### config.mk
export PLATFORM = sky130hd
export DESIGN_NAME = mem_program_loader
export DESIGN_NICKNAME = d
export VERILOG_FILES = /design/src/rtl/mem_program_loader.sv
export SDC_FILE = /design/constraint.sdc
export NUM_CORES = 1
export LEC_CHECK = 0
export ABC_AREA = 1
export CORE_MARGIN = 1.5
export CORE_UTILIZATION = 47
export DETAILED_ROUTE_END_ITERATION = 12
export GPL_TIMING_DRIVEN = 1
export PLACE_DENSITY_LB_ADDON = 0.05
export SYNTH_ARGS = -nofsm -noshare
export SYNTH_HDL_FRONTEND = slang
export SYNTH_SLANG_ARGS = --single-unit
### constraint.sdc
create_clock -name clk -period 2.1 [get_ports clk]
set_clock_uncertainty 0.15 [all_clocks]
set_input_delay 0.525 -clock clk [delete_from_list [all_inputs] [get_ports clk]]
set_output_delay 0.525 -clock clk [all_outputs]
set_load 0.02 [all_outputs]
### src/rtl/mem_program_loader.sv
// rtl/mem_program_loader.sv - clears instruction memory, streams a program into it, then runs the core until it halts or times out
module mem_program_loader #(
  parameter int unsigned IW         = 24,
  parameter int unsigned DEPTH      = 32,
  parameter int unsigned LOAD_BASE  = 0,
  parameter bit          CLEAR_EN   = 1'b1,
  parameter int unsigned MAX_CYCLES = 100,
  localparam int unsigned AW        = (DEPTH > 1) ? $clog2(DEPTH) : 1
) (
  input  logic          clk,
  input  logic          reset,
  input  logic          restart,
  input  logic          in_valid,
  input  logic [IW-1:0] in_data,
  input  logic          in_last,
  output logic          in_ready,
  output logic          mem_we,
  output logic [AW-1:0] mem_addr,
  output logic [IW-1:0] mem_wdata,
  input  logic          halt_in,
  output logic          core_rst,
  output logic          core_run,
  output logic          done,
  output logic          timeout,
  output logic          load_ovf,
  output logic [31:0]   cycles,
  output logic [AW:0]   load_count
);

  typedef enum logic [2:0] {
    S_CLEAR   = 3'd0,
    S_LOAD    = 3'd1,
    S_RUN     = 3'd2,
    S_DONE    = 3'd3,
    S_TIMEOUT = 3'd4
  } state_t;

  localparam logic [AW-1:0] LAST_A  = AW'(DEPTH - 1);
  localparam logic [AW:0]   LAST_W  = (AW + 1)'(DEPTH - 1);
  localparam logic [AW:0]   BASE_W  = (AW + 1)'(LOAD_BASE);
  localparam logic [31:0]   MAX_M1  = 32'(MAX_CYCLES - 1);

  state_t        state_q, state_d;
  state_t        init_state;
  logic [AW-1:0] clr_cnt_q, clr_cnt_d;
  logic [AW:0]   load_cnt_q, load_cnt_d;
  logic [31:0]   cycles_q, cycles_d;
  logic          done_q, done_d;
  logic          timeout_q, timeout_d;
  logic          load_ovf_q, load_ovf_d;
  logic [AW:0]   load_addr;

  assign load_addr = BASE_W + load_cnt_q;

  always_comb begin
    init_state = S_LOAD;
    if (CLEAR_EN) begin
      init_state = S_CLEAR;
    end
  end

  always_ff @(posedge clk) begin
    if (reset) begin
      state_q    <= init_state;
      clr_cnt_q  <= '0;
      load_cnt_q <= '0;
      cycles_q   <= '0;
      done_q     <= 1'b0;
      timeout_q  <= 1'b0;
      load_ovf_q <= 1'b0;
    end else begin
      state_q    <= state_d;
      clr_cnt_q  <= clr_cnt_d;
      load_cnt_q <= load_cnt_d;
      cycles_q   <= cycles_d;
      done_q     <= done_d;
      timeout_q  <= timeout_d;
      load_ovf_q <= load_ovf_d;
    end
  end

  always_comb begin
    state_d    = state_q;
    clr_cnt_d  = clr_cnt_q;
    load_cnt_d = load_cnt_q;
    cycles_d   = cycles_q;
    done_d     = done_q;
    timeout_d  = timeout_q;
    load_ovf_d = load_ovf_q;
    in_ready   = 1'b0;
    mem_we     = 1'b0;
    mem_addr   = '0;
    mem_wdata  = '0;
    core_rst   = 1'b0;
    core_run   = 1'b0;

    case (state_q)
      S_CLEAR: begin
        core_rst  = 1'b1;
        mem_we    = 1'b1;
        mem_addr  = clr_cnt_q;
        clr_cnt_d = clr_cnt_q + 1'b1;
        if (clr_cnt_q == LAST_A) begin
          clr_cnt_d = '0;
          state_d   = S_LOAD;
        end
      end
      S_LOAD: begin
        core_rst  = 1'b1;
        in_ready  = 1'b1;
        mem_addr  = load_addr[AW-1:0];
        mem_wdata = in_data;
        if (in_valid) begin
          mem_we     = 1'b1;
          load_cnt_d = load_cnt_q + 1'b1;
          if (in_last) begin
            state_d = S_RUN;
          end else if (load_addr == LAST_W) begin
            // Memory is full but the program never ended: run what we have.
            load_ovf_d = 1'b1;
            state_d    = S_RUN;
          end
        end
      end
      S_RUN: begin
        core_run = 1'b1;
        if (cycles_q != '1) begin
          cycles_d = cycles_q + 1'b1;
        end
        // Halt is tested first so it wins over a coincident timeout.
        if (halt_in) begin
          done_d  = 1'b1;
          state_d = S_DONE;
        end else if (cycles_q == MAX_M1) begin
          timeout_d = 1'b1;
          state_d   = S_TIMEOUT;
        end
      end
      S_DONE, S_TIMEOUT: begin
      end
      default: begin
        state_d = init_state;
      end
    endcase

    if (restart || reset) begin
      state_d    = init_state;
      clr_cnt_d  = '0;
      load_cnt_d = '0;
      cycles_d   = '0;
      done_d     = 1'b0;
      timeout_d  = 1'b0;
      load_ovf_d = 1'b0;
    end

    // A restart still lets this cycle's handshake land; reset does not.
    if (reset) begin
      in_ready = 1'b0;
      mem_we   = 1'b0;
    end
  end

  assign done       = done_q;
  assign timeout    = timeout_q;
  assign load_ovf   = load_ovf_q;
  assign cycles     = cycles_q;
  assign load_count = load_cnt_q;

endmodule

# Word-level counts from Yosys, hierarchy flattened
# Index checks and enable logic that the tools add are counted.
# totals
regBits	49
latchBits	0
ramBits	0
rom_bits	0
inputBits	30
output_inout_bits	74
wordCells	53
memories	0
# classes
addsub	3
mul	0
div	0
order_cmp	0
n_eq_ne	12
n_shift	0
muxes	17
n_bitwise	3
reduce_logical	11
# op_table
op	count
adder 32 x 1 -> 32 bit (second input constant)	1
== test 32 x 7 -> 1 bit (second input constant)	1
inequality test 32 bit (second input constant)	1
2-to-1 mux 24 bit	1
2-to-1 mux 3 bit	6
case mux 3 bit (4 select lines)	1
case mux 5 bit (2 select lines)	1
adder 6 x 1 -> 6 bit (second input constant)	1
== test 3 x 2 -> 1 bit (second input constant)	2
== test 6 x 5 -> 1 bit (second input constant)	1
2-to-1 mux 1 bit	6
inequality test 3 bit (second input constant)	2
AND reduction 2 bit	3
OR reduction 2 bit	3
adder 5 x 1 -> 5 bit (second input constant)	1
== test 5 bit (second input constant)	1
2-to-1 mux 5 bit	1
AND reduction 5 bit	1
inequality test 2 bit (second input constant)	2
AND reduction 4 bit	1
== test 3 x 1 -> 1 bit (second input constant)	1
== test 3 bit (second input constant)	1
zero test 3 bit	1
NOT 1 bit	3
3 further kinds	3

# Longest topological paths before layout
# depth
ltp_word	5
depth_mapped	11

# Worst setup path after synthesis
# OpenSTA, ideal clock, no wires.
# synth_path
path_kind	register to output
start	reg state_q[2]
end	out mem_addr[4]
arrival_time_ns	1.574
path_slack_ns	-0.149
stages_incl_launch_ff	5
n_path_buf	1
cell_sequence	dfxtp_1 > nor2_1 > nand2_1 > clkbuf_1 > o21ai_0
# synth_via
elab_chain_len	2
word_cells_on_any_way	3
# synth_lines
item	line_no	text
start: declaration	43	state_t state_q, state_d;
start signal: assignment	64	state_q <= init_state;
start signal: assignment	72	state_q <= state_d;
== test 3 x 1 -> 1 bit or zero test 3 bit (tied branches)	97	case (state_q)
case mux 5 bit (2 select lines) *	97	
end: declaration	18	output logic [AW-1:0] mem_addr,
# Mark *: on every way between the ends. The rest lies on a longest branch, timed or not.

# Final worst setup path
# layout_path
start	reg state_q[1]
end	out mem_addr[1]
# The elaborated chain is that of the path after synthesis.

==> impl_metrics.csv <==
group,metric,value,unit
outcome,status,"finished, violations left",
outcome,violations,"DRC",
synth,yosys-top-cells-area,"dfxtp_1 (31%), nand2_1 (17%), nor2_1 (12%)",
route,first_pass_iters,9,
critical_path,critPathRequiredTime,1.42,ns
critical_path,cp.buffers_inverters,2,
sta,fin_crit,2.071,ns
sta,max_freq,482.9,MHz
critical_path,path_cells,"nor2_4, nand2_4, buf_4, o22ai_1, buf_2",
pwr,p_int,1.258,mW
sta,finalCritPeriodShare,0.9862,
synth,synth_top_area_share,0.3098,
sta,worst_slew_pin_slew,0.3897,ns
pwr,total_power,1.610,mW
placement,place.gp.congestion,0.9713,
synth,yosysMostFrequentCell,"nand2_1",
cts,cts_sinks,49,
placement,placed_area,0.004419,mm2
synth,syn_inst,519,
critical_path,cp-startpoint,"state_q[1]$_SDFFE_PP0P_",
synth,postSynthAreaPerCell,6.102,um2
synth,syn_area,0.003167,mm2
cts,cts-root-buf,"clkbuf_8",
global_routing,grt_use_met1,0.3628,
critical_path,worstReg2RegStart,"cycles[1]$_SDFFE_PP0P_",
sta,setup_viol_count_final,0,
synth,ys_seq_area_frac,0.3098,
pwr,p_comb_frac,0.067,
cts,clock_latency,0.30,ns
floorplanning,die-height,85.09,um
sta,slew_headroom,0.7393,
layout,fin_cells,717,
floorplanning,core,0.006422,mm2
global_routing,grt.total_usage,0.2505,
min_path,hp-start,"done$_SDFFE_PP0P_",
synth,synthTopCellsByCount,"nand2_1 (145), nor2_1 (104), inv_1 (61)",
global_routing,antenna_found_initial,0,
cts,ctsLongestPathBuffers,2,
floorplanning,io_pins,104,
route,routedWlPerCell,12.54,um
placement,dp.cells,709,
route,drtIter0Drc,254,
cts,htree_num_levels,2,
critical_path,cp_top_family,"buffers and inverters",
layout,fin_util,0.6906,
job,maxCapViolations,0,
pwr,pwr-share-seq,0.579,
critical_path,crit_type,"reg2out",
placement,dp_hpwl,6770,um
floorplanning,fp-row-count,29,
floorplanning,die_x,85.09,um
pwr,clockPowerShare,0.354,
floorplanning,dieArea,0.007239,mm2
placement,numPortBuffers,103,
synth,synthArstFlopShare,0,
synth,yosys.area.top_type,"dfxtp_1",
route,ant_nets,0,
critical_path,rrSetupSlack,0.18,ns
cts,cts_tree,"built",
layout,final_layout_size_suffix_gt1_frac,0.1438,
layout,fillers,573,
route,route.detailed.drc,9,
global_routing,grt_pass1_wl,14790,um
critical_path,max_stage_delay,0.34,ns
route,via_per_inst,5.021,
layout,multi_input_area,0.001903,mm2
critical_path,cp_data_arrival_time,1.40,ns
pwr,power_density,363.0,mW/mm2
layout,seqCellArea,983.4,um2
cts,path_clk_slew,0.09,ns
critical_path,endpoint_kind,"output pin",
layout,area_growth,40.06,%
layout,n_antenna_cell,0,
pwr,p_leak,2.032,nW
pwr,peakVddDrop,0.0003260,V
global_routing,grt_pass1_vias,3117,
critical_path,critPathLaunchType,"flop",
global_routing,met2_usage,0.3874,
critical_path,path_max_fanout,7,
synth,syn_nets,553,
layout,final_area,0.004436,mm2
global_routing,grt_max_degree,30,
sta,drv_slew,0,
cts,cts_made_buffers,5,
synth,ys_ff_latch,49,
sta,hold_viol,0,
pwr,switching_share,0.2188,
min_path,hp-class,"reg2reg",
synth,ys_warn_count,0,
critical_path,cpMaxStageDelayCell,"dfxtp_2",
synth,synth_edf_count,0,
cts,cts_hold_buf,0,
synth,ys_types,32,
global_routing,grt.busiest_layer,"met2",
route,wl,8994,um
global_routing,gr-total-overflow,0,
layout,fin_nets,674,
floorplanning,initial_core_util,0.4931,
synth,ys_dominant_reg_cell,"dfxtp_1",
pwr,p_sw,0.3523,mW
global_routing,grtUsageMet3,0.05545,
sta,rsz0062_at_grt,"true",
route,via_count,3600,
## cells in the final DEF (no fill, tap or decap), types with 4 or more instances in the layout
cell type,n
a21oi_1,37
buf_2,27
buf_4,24
clkbuf_8,6
clkdlybuf4s50_1,54
dfxtp_1,47
dlygate4sd2_1,5
dlymetal6s2s_1,12
inv_1,61
inv_2,5
nand2_1,143
nand2_2,7
nand3_1,19
nand4_1,7
nor2_1,102
nor2_4,4
nor3_1,10
o21ai_0,10
xor2_1,19
## final timing paths
kind,to,depth (start not counted)
worst min register to register,done$_SDFFE_PP0P_,2
worst max register to register,cycles[17]$_SDFFE_PP0P_,10
worst min-delay path,done$_SDFFE_PP0P_,2
worst max-delay path,mem_addr[1],5
## power by group through the flow
| stage | clock, mW | sequential [mW] | combinational, mW |
|---|---|---|---|
| finish | 0.570 | 0.932 | 0.109 |
| global route | 0.610 | 0.932 | 0.119 |
| CTS | 0.580 | 0.932 | 0.106 |
| detailed placement | 0 | 0.954 | 0.109 |
| global placement | 0 | 0.954 | 0.107 |
| floorplan | 0 | 0.953 | 0.0340 |
## routing by layer
metal / wire length (um) / vias up / part of all wire
met3: 716 / 9 / 0.080
li1: - / 1852 / -
met4: 70 / 0 / 0.0078
met5: 0 / - / 0
met2: 3927 / 126 / 0.44
met1: 4279 / 1613 / 0.48
## stage by stage
| step | TNS [ns] | setup slack, ns | hold WS [ns] |
|---|---|---|---|
| CTS | 0 | 0.0007236 | 0.3081 |
| finish | 0 | 0.02904 | 0.3037 |
| floorplan | -0.1421 | -0.03553 | 0.2847 |
| detailed placement | -8.544 | -0.4029 | 0.2950 |
| global placement | -8.138 | -0.3996 | 0.2860 |
| global route | -0.01944 | -0.01944 | 0.3462 |
## repair_timing
item / in CTS / in global routing
resized for setup: 133 / 29
buffers inserted: 0 / 1
pin swaps: 0 / 1
endpoints found under the setup margin: 37 / 56
## layout make-up
class / instances / area share
timing repair buffer: 126 / 0.2494
multi-input combinational: 390 / 0.4291
sequential: 49 / 0.2217
tap: 77 / 0.02172
clock buffer: 7 / 0.01946
inverter: 68 / 0.05867
## sequential cells by signal, summed over array words and instances (netlist names)
name and flops:
clr_cnt_q 5, cycles 32, done 1, load_count 6, load_ovf 1, state_q 3, timeout 1
## worst register-to-register path: stages, from the launching register on
cell	delay, ns
dfxtp_1	0.42
ha_4	0.18
inv_2	0.05
nor2_4	0.16
nand2_2	0.10
nor2_4	0.17
nand2_4	0.11
nand2_8	0.13
inv_6	0.11
a21oi_1	0.19
nor2_1	0.05
## kinds of logic (layout without fill, tap and decap cells)
kind of cell	Yosys count	count (layout)	synth area share
compound gates	59	59	0.09680
xor+xnor	22	22	0.06085
fa+ha+maj	4	4	0.01580
buf+inv	80	201	0.1039
flops	49	49	0.3098
simple gates	305	305	0.4129
Note: power is estimated with default switching activity, not from simulation.
==> RTL change: new RTL, same settings <==
Change the parameter `CLEAR_EN` from 1'b1 to 1'b0.
--- a/src/rtl/mem_program_loader.sv
+++ b/src/rtl/mem_program_loader.sv
@@ -3,7 +3,7 @@
   parameter int unsigned IW         = 24,
   parameter int unsigned DEPTH      = 32,
   parameter int unsigned LOAD_BASE  = 0,
-  parameter bit          CLEAR_EN   = 1'b1,
+  parameter bit          CLEAR_EN   = 1'b0,
   parameter int unsigned MAX_CYCLES = 100,
   localparam int unsigned AW        = (DEPTH > 1) ? $clog2(DEPTH) : 1
 ) (
Formal check against the unedited RTL: not equivalent (Yosys sat finds a counterexample within 4 cycles, from zero or initial values).
==> RTL change against the original RTL <==
Hold slack about the same; final cell count up 4.3%; routed wire length up 6.0%; global-route usage down 0.54 points; highest routed layer unchanged; area after synthesis up 4.8%; sequential cell count unchanged; cell area up 3.8%; setup slack better by 19 ps.
Power is not compared: it rests on default switching activity, and its combinational part moved more than twofold at a synthesized area within 25%.
==> RTL change: results (changes against the original RTL) <==
| Metric | Value |
|---|---|
| Final period util | `97.7% (-0.92 points)` |
| Max reg flops | `32 (unchanged)` |
| Initial DRC Count | `245 (-3.5%)` |
| Vias in the first global route | `3174 (+1.8%)` |
| Status | `completed` |
| Post-place setup slack | `-393 ps (+10.1 ps)` |
| Worst Hold Class | `register to register` |
| Total Nets Final | `685 (+1.6%)` |
| Dpl hpwl | `7150 um (+5.6%)` |
| FF-to-FF Start | `cycles[0]` |
| Pin count of the biggest net entering global routing | `30 (unchanged)` |
| RePlAce Congestion | `0.958 (-1.4%)` |
| Static Leak | `about 0.0021 uW` |
| Drt first pass iters | `6 (-3)` |
| Via density | `4.91 (-2.1%)` |
| Layout cells sized above 1 | `18.7% (+4.3 points)` |
| Largest cells by area after synthesis | `dfxtp_1, nand2_1, nor2_1, inv_1, a21oi_2` |
| Synth top cells by count | `nand2_1, nor2_1, inv_1` |
| Met2 usage | `38.5% (-0.20 points)` |
| Worst-Margin Slew | `449 ps (+59.4 ps)` |
| Clock tree root driver cell | `clkbuf_8` |
| Grt met1 use | `35.1% (-1.2 points)` |
| Num CTS Buffers | `5 (unchanged)` |
| Clock Pin Slew Worst Setup and Hold Paths | `90 ps (about the same)` |
| Seq/Total Area, Yosys | `29.6% (-1.4 points)` |
| Critical R2R Capture | `cycles[30]` |
| Slowest-stage cell, CP | `clkdlybuf4s50_1` |
| Worst path max stage delay | `660 ps (+320 ps)` |
| R2R setup slack | `120 ps (-60 ps)` |
| Total GRT Usage | `24.5% (-0.54 points)` |
| Slew Limit Fails | `0 (unchanged)` |
| GR met3 Demand/Resource | `3.79% (-1.8 points)` |
| Port Buffer Count | `103 (unchanged)` |
| Syn nets | `562 (+1.6%)` |
| First-pass GRT wire length | `14800 um (+0.19%)` |
| WHS Path Cells | `2 (unchanged)` |
| Cell family with most CP delay | `buffers and inverters` |
| Number of unique standard cell types used by synthesis | `31 (-3.1%)` |
| H-tree depth | `2 (unchanged)` |
| Crit path max fanout | `5 (-2)` |
| Initial antenna violation count | `0 (unchanged)` |
| R2R depth | `10 (unchanged)` |
| Post-DR wirelength/cell | `12.7 um (+1.6%)` |
| Crit path DAT | `1380 ps (-20 ps)` |
| Post-synth ARST share | `0% (unchanged)` |
| Hold Path End | `done` |
| # Post-CTS Setup Buffers | `0 (unchanged)` |
| Clk buf depth | `2 (unchanged)` |
| Dpl cell area | `4580 um2 (+3.7%)` |
| Ys Warns | `0 (unchanged)` |
-- RTL change: where the power goes --
group          switching (uW)  internal (uW)
combinational             308            210
sequential               10.6            939
clock                     319            298
-- RTL change: what timing repair did --
item / 4_1_cts / 5_1_grt
pin swaps: 0 / 2
gates resized for setup: 133 / 29
setup endpoints to repair: 45 / 55
hold endpoints to repair: 0 / 0
gates cloned: 0 / 1
hold buffers: 0 / 0
-- RTL change: cells by family after synthesis --
family	synth area share, %
AO/OA/AOI/OAI	11.8
AND/OR/NAND/NOR	42.2
flip-flops	29.6
XOR/XNOR	4.49
buffers and inverters	10.5
adder cells (fa/ha/maj)	1.51
-- RTL change: area by class of cell --
cell class                      instances  area (um2)
Clock buffer                            7        96.3
Clock inverter                          1        5.00
Fill cell                             655        2190
Inverter                               70         263
Multi-Input combinational cell        398        2040
Sequential cell                        49         983
Tap cell                               96         120
Timing Repair Buffer                  127        1100
-- RTL change: per-stage QoR --
stage / utilization (%) / hold WS, ps / cells / power [uW] / setup TNS, ps
6_report: 67.7 / 304 / 748 / 2080 / 0
5_1_grt: 67.7 / 351 / 748 / 2180 / -23.3
4_1_cts: 66.8 / 306 / 747 / 2090 / -184
3_5_place_dp: 67.4 / 292 / 739 / 1540 / -8150
3_3_place_gp: 67.4 / 288 / 739 / 1530 / -7810
2_1_floorplan: - / 311 / 528 / 1250 / 0
-- RTL change: how the worst max path moves through the flow --
stage	startpoint	to	slack, ps	cells past startpoint
global route	state_q[1]	mem_addr[2]	-10	5
global placement	in_valid	mem_we	-410	4
detailed placement	in_valid	mem_we	-390	4
floorplan	state_q[2]	mem_we	60	5
CTS	state_q[2]	mem_addr[4]	-160	6
finish	cycles[7]	cycles[7]	50	1
-- RTL change: routing by layer --
layer  wire length (um)  part of all wire, %
met1               4300                   45
met2               4310                   45
met3                788                  8.3
met4                133                  1.4
met5                  0                    0
